==> src/rtl/cpu_run_ctrl.sv <==
// Run controller for the single-cycle cpu: reset hold, gated execution with
// optional single-step, retired-cycle counting, end-sentinel and budget timeout.
module cpu_run_ctrl #(
    parameter int unsigned RESET_CYCLES = 5,
    parameter int unsigned MAX_CYCLES   = 20,
    parameter int unsigned CNT_WIDTH    = 32,
    parameter logic [31:0] END_SENTINEL = 32'h0000_006F
) (
    input  logic                 clk,
    input  logic                 reset,
    input  logic                 start,
    input  logic                 abort,
    input  logic                 step_mode,
    input  logic                 step,
    input  logic [31:0]          instr,
    input  logic [31:0]          pc,
    output logic                 cpu_reset,
    output logic                 cpu_en,
    output logic                 busy,
    output logic                 done,
    output logic                 timeout,
    output logic [CNT_WIDTH-1:0] cycle_count,
    output logic [31:0]          halt_pc
);

    localparam int unsigned HOLD_W = (RESET_CYCLES > 1) ? $clog2(RESET_CYCLES) : 1;

    typedef enum logic [2:0] {
        ST_IDLE,
        ST_RESET_HOLD,
        ST_RUN,
        ST_HALTED,
        ST_TIMEOUT
    } state_t;

    state_t            state;
    state_t            state_next;
    logic [HOLD_W-1:0] hold_cnt;
    logic              start_ok;
    logic              sentinel_hit;
    logic              budget_hit;

    // Sentinel outranks budget exhaustion when both land on the same edge.
    always_comb begin
        start_ok     = start && !abort &&
                       (state == ST_IDLE || state == ST_HALTED || state == ST_TIMEOUT);
        sentinel_hit = (state == ST_RUN) && cpu_en && (instr == END_SENTINEL);
        budget_hit   = (state == ST_RUN) && cpu_en && (instr != END_SENTINEL) &&
                       (cycle_count == CNT_WIDTH'(MAX_CYCLES - 1));
    end

    always_ff @(posedge clk) begin
        if (reset) begin
            state <= ST_IDLE;
        end else begin
            state <= state_next;
        end
    end

    always_comb begin
        state_next = state;
        if (abort) begin
            state_next = ST_IDLE;
        end else begin
            case (state)
                ST_IDLE, ST_HALTED, ST_TIMEOUT: begin
                    if (start_ok) begin
                        state_next = ST_RESET_HOLD;
                    end
                end
                ST_RESET_HOLD: begin
                    if (hold_cnt == '0) begin
                        state_next = ST_RUN;
                    end
                end
                ST_RUN: begin
                    if (sentinel_hit) begin
                        state_next = ST_HALTED;
                    end else if (budget_hit) begin
                        state_next = ST_TIMEOUT;
                    end
                end
                default: state_next = ST_IDLE;
            endcase
        end
    end

    // HALTED/TIMEOUT freeze the cpu without resetting it so its state stays inspectable.
    always_comb begin
        cpu_reset = (state == ST_IDLE) || (state == ST_RESET_HOLD);
        busy      = (state == ST_RESET_HOLD) || (state == ST_RUN);
        cpu_en    = (state == ST_RUN) && (!step_mode || step);
    end

    always_ff @(posedge clk) begin
        if (reset) begin
            hold_cnt    <= '0;
            done        <= 1'b0;
            timeout     <= 1'b0;
            cycle_count <= '0;
            halt_pc     <= '0;
        end else if (abort) begin
            done    <= 1'b0;
            timeout <= 1'b0;
        end else begin
            if (start_ok) begin
                hold_cnt    <= HOLD_W'(RESET_CYCLES - 1);
                done        <= 1'b0;
                timeout     <= 1'b0;
                cycle_count <= '0;
            end
            if (state == ST_RESET_HOLD && hold_cnt != '0) begin
                hold_cnt <= hold_cnt - 1'b1;
            end
            if (sentinel_hit) begin
                done    <= 1'b1;
                halt_pc <= pc;
            end else if (budget_hit) begin
                timeout     <= 1'b1;
                halt_pc     <= pc;
                cycle_count <= CNT_WIDTH'(MAX_CYCLES);
            end else if (state == ST_RUN && cpu_en) begin
                cycle_count <= cycle_count + 1'b1;
            end
        end
    end

endmodule

==> config.mk <==
export PLATFORM = sky130hd
export DESIGN_NAME = cpu_run_ctrl
export DESIGN_NICKNAME = d
export VERILOG_FILES = /design/src/rtl/cpu_run_ctrl.sv
export SDC_FILE = /design/constraint.sdc
export NUM_CORES = 1
export LEC_CHECK = 0
export CAP_MARGIN = 20
export CORE_MARGIN = 1.5
export CORE_UTILIZATION = 45
export CTS_CLUSTER_DIAMETER = 150
export CTS_CLUSTER_SIZE = 8
export DETAILED_ROUTE_END_ITERATION = 6
export PLACE_DENSITY = 0.79
export SLEW_MARGIN = 10
export SYNTH_ARGS = -nofsm -noshare
export SYNTH_HDL_FRONTEND = slang
export SYNTH_SLANG_ARGS = --single-unit
==> constraint.sdc <==
create_clock -name clk -period 4.8 [get_ports clk]
set_input_delay 1.2 -clock clk [delete_from_list [all_inputs] [get_ports clk]]
set_output_delay 1.2 -clock clk [all_outputs]
set_load 0.05 [all_outputs]
Word-level counts from Yosys, hierarchy flattened. Cells that the tools add are included. W data, S select, Z words.

$add $sub $neg: 2. Equality and inequality tests: 10. Muxes and demuxes: 18. Bitwise gates (word level): 1. Reductions and logical operators: 26.

Operator list (count): $mux W32 (6); $add A32 B1 Y32 const B (1); $eq A32 B5 Y1 const B (1); $eq A32 B7 Y1 const B (1); $ne A32 B7 Y1 const B (1); $mux W3 (6); $pmux W3 S3 (1); $logic_and A1 B1 Y1 (8); $eq A3 B2 Y1 const B (2); $logic_not A3 Y1 (2); $reduce_bool A2 Y1 (3); $logic_or A1 B1 Y1 (5); $mux W1 (5); $ne A2 B2 Y1 const B (2); $reduce_and A2 Y1 (2); $eq A3 B1 Y1 const B (1); $eq A3 B3 Y1 const B (1); $ne A3 B3 Y1 const B (1); $reduce_and A3 Y1 (1); $reduce_bool A3 Y1 (1); $reduce_or A3 Y1 (1); $sub A3 B1 Y3 const B (1); $logic_not A1 Y1 (2); $reduce_or A2 Y1 (1); $not A1 Y1 (1).

Bits in registers: 72. Input bits: 70. Output and inout bits: 69. Word-level logic and storage cells: 63.

Longest topological paths before layout. Gate-level depths: netlist (run 1).

Word-level depth: 9. Gate-level depth with buffers: 9. Depth with buffers taken out: 8.

Worst setup path before layout (run 1). OpenSTA, ideal clock, no wires.

Path type: in2out. Start point: input step. End point: output cpu_en. Arrival time: 1.768 ns. Data required time: 3.600 ns. Path slack: 1.832 ns. Stages on the path: 3. Path buffers: 0. Cells stage by stage: nand2b_1 > nand2_1 > inv_2.

Longest elaborated chain between the ends: 2.

RTL lines: start, declared (line 14) `input logic step,`; $logic_or A1 B1 Y1 (line 92) `cpu_en = (state == ST_RUN) && (!step_mode || step);`; $logic_and A1 B1 Y1 (line 92); end, declared (line 18) `output logic cpu_en,`.

No other way between the ends.

Worst setup path after layout (run 1). Same ends and word-level chain as after synthesis.

==> results of run 1 <==
cell usage in the layout, fill, tap and decap left out, types with 3 or more instances in the layout:
| master | n |
|---|---|
| a211o_1 | 4 |
| a21o_1 | 3 |
| a21oi_1 | 15 |
| a22oi_1 | 3 |
| a31oi_1 | 6 |
| a32oi_1 | 6 |
| and3_1 | 3 |
| and4_1 | 4 |
| buf_4 | 5 |
| clkbuf_8 | 9 |
| clkdlybuf4s50_1 | 138 |
| dfxtp_1 | 72 |
| ha_1 | 3 |
| inv_1 | 12 |
| inv_6 | 3 |
| mux2_2 | 3 |
| mux2i_1 | 35 |
| nand2_1 | 33 |
| nand2b_1 | 5 |
| nand3_1 | 25 |
| nand4_1 | 16 |
| nor2_1 | 58 |
| nor2b_1 | 4 |
| nor3_1 | 13 |
| nor4_1 | 19 |
| nor4b_1 | 5 |
| o21ai_0 | 22 |
| o21ai_1 | 3 |
| o31ai_1 | 4 |
| or3_1 | 3 |
| or4_1 | 5 |
worst max-delay path: stages:
cell	delay, ns
clkdlybuf4s50_1	0.45
nand2b_1	0.19
nand2_1	0.15
inv_2	0.20
clkdlybuf4s50_1	0.86
power by group:
group	internal (mW)	total, mW	switching (mW)
clock network	0.299	0.552	0.253
logic	0.0715	0.131	0.0596
registers	0.599	0.603	0.00395
routing by layer:
metal	vias up	global-route usage	share of wire
met1	1883	0.3069	0.39
met5	-	0	0
li1	1921	-	-
met4	0	0.1331	0.022
met3	24	0.08213	0.10
met2	222	0.4424	0.49
area by class of cell:
cell class	count	area, µm²
multi-input combinational	338	2178
timing repair buffer	143	1419
tap	105	131.4
sequential	72	1441
clock buffer	9	123.9
fill	701	2730
clock inverter	7	102.6
inverter	13	48.80
state kept, by name, summed over array words and instances, names as in the netlist:
name and cells:
cycle_count 32, done 1, halt_pc 32, hold_cnt 3, state 3, timeout 1
metrics by stage:
step,util,hold WS (ns)
floorplan,-,0.4436
global placement,0.6384,0.4449
detailed placement,0.6384,0.4492
CTS,0.6661,0.4631
global route,0.6661,0.5044
finish,0.6661,0.4603
worst max path at each step:
stage	from	slack [ns]	endpoint
global route	step	0.50	cpu_en
detailed placement	step	0.54	cpu_en
finish	step	0.54	cpu_en
CTS	step	0.54	cpu_en
global placement	step	0.59	cpu_en
floorplan	step	1.83	cpu_en
logic make-up after synthesis:
kind of cell	count (synthesis)	share of synthesized area
mux	38	0.1018
fa+ha+maj	3	0.009945
simple gates	213	0.3109
compound gates	83	0.1498
xor+xnor	1	0.002321
buf+inv	36	0.04342
flops	72	0.3818
==> impl_metrics.py, run 1 <==
metrics = {
    "logic_synthesis": {
        "syn_area_per_cell_um2": 8.464,
        "ys_warn_count": 0,
        "syn-num-nets": 519,
        "syn_area_mm2": 0.003775,
        "synth_area_leaders": "dfxtp_1, mux2i_1, nor2_1",
        "ys_seq_area_frac": 0.3818,
        "synth_top_area_share": 0.3818,
        "synthDistinctLibCells": 63,
        "synthCells": 446,
        "synth-seq-cells": 72,
        "synthArstFlopShare": 0,
        "yosysTopAreaCell": "dfxtp_1",
        "yosysMostFrequentCell": "dfxtp_1",
        "synth_enable_flop_cells": 0,
        "synth-main-ff-cell": "dfxtp_1",
        "synth_commonest_cells": "dfxtp_1, nor2_1, mux2i_1",
    },
    "sta": {
        "maxSlewViolCount": 0,
        "setup_viol": 0,
        "max_slew_margin": 0.3618,
        "final_hold_viol_count": 0,
        "fin_ws_ns": 0.5385,
        "period_minus_slack_ns": 4.261,
        "setup_tns_ns": 0,
        "finalCritPeriodShare": 0.8878,
        "clock.fmax_mhz": 234.7,
        "tightestPinTransition_ns": 0.9500,
        "rsz0062_at_grt": "no",
        "skew_ns": 0.01524,
    },
    "placement": {
        "pre_cts_ws_ns": 0.5411,
        "hpwl_um": 8422,
        "gp_congestion": 0.8812,
        "place_area_mm2": 0.005219,
        "placement.io_buffers": 138,
        "dpl.cell_count": 671,
    },
    "worst_setup_path": {
        "crit-reg2reg-launch": "cycle_count[1]",
        "path_max_fanout": 9,
        "path_class": "input pin to primary output",
        "r2r_end": "cycle_count[3]",
        "cp.required_ns": 3.60,
        "cp_data_arrival_time_ns": 3.06,
        "reg2reg_depth": 7,
        "end_kind": "primary output",
        "start_kind": "input pin",
        "rrSetupSlack_ns": 1.96,
    },
    "clocking": {
        "cts_tree": "yes",
        "postCtsSetupBuffers": 0,
        "cts_root_buf": "clkbuf_8",
        "cts_buffers": 9,
        "post_cts_resized": 0,
        "clkTransAtPathRegs_ns": 0.07,
        "clock_latency_ns": 0.35,
        "hold_buffers": 0,
        "clock-sinks": 72,
        "htree_levels": 3,
        "clockBufferDepth": 2,
    },
    "run": {
        "cap_violations": 0,
    },
    "route": {
        "wl_um": 11500,
        "dr.pass1.iters": 5,
        "drt_first_iter_violations": 302,
        "vias": 4050,
        "postRouteAntennaNets": 0,
        "drc": 0,
        "viasPerCell": 5.895,
        "wire_per_inst_um": 16.74,
    },
    "layout": {
        "layout-drive-gt1-share": 0.07560,
        "fin_nets": 650,
        "syn2layout_area_growth_pct": 44.25,
        "antenna_cells": 0,
        "final_cells": 687,
        "fin_area_mm2": 0.005445,
    },
    "floorplan": {
        "die_w_um": 94.59,
        "ioPinCount": 139,
        "die_area_mm2": 0.008947,
        "rows": 33,
        "coreArea_mm2": 0.008175,
        "start_util": 0.4617,
        "die_h_um": 94.59,
    },
    "hold_path": {
        "hold_path_end": "timeout",
        "hold_depth": 2,
        "min_from": "timeout",
        "hold_path.class": "flop to flop",
    },
    "outcome": {
        "run_status": "finished, final reports clean",
    },
    "power_and_ir_drop": {
        "vdd_drop_max_v": 0.0001524,
        "totalPowerFinal_mw": 1.286,
        "power.leakage_nw": 2.113,
        "p_per_area_mw_per_mm2": 236.1,
    },
    "global_routing": {
        "grt.overflow.total": 0,
        "grt_util_all_layers": 0.2655,
        "antenna_found_initial": 0,
        "grt_pass1_vias": 3938,
        "grt_max_degree": 45,
        "grt_pass1_wl_um": 18550,
    },
}
Power figures use the tool's default switching activity.
==> inputs of run 2 (changes only) <==
--- a/config.mk
+++ b/config.mk
@@ -12,7 +12,7 @@
 export CTS_CLUSTER_SIZE = 8
 export DETAILED_ROUTE_END_ITERATION = 6
 export PLACE_DENSITY = 0.79
-export SLEW_MARGIN = 10
+export SKIP_CTS_REPAIR_TIMING = 1
 export SYNTH_ARGS = -nofsm -noshare
 export SYNTH_HDL_FRONTEND = slang
 export SYNTH_SLANG_ARGS = --single-unit
==> results of run 2 <==
Final layout, timing and power as in run 1 (identical DEF).
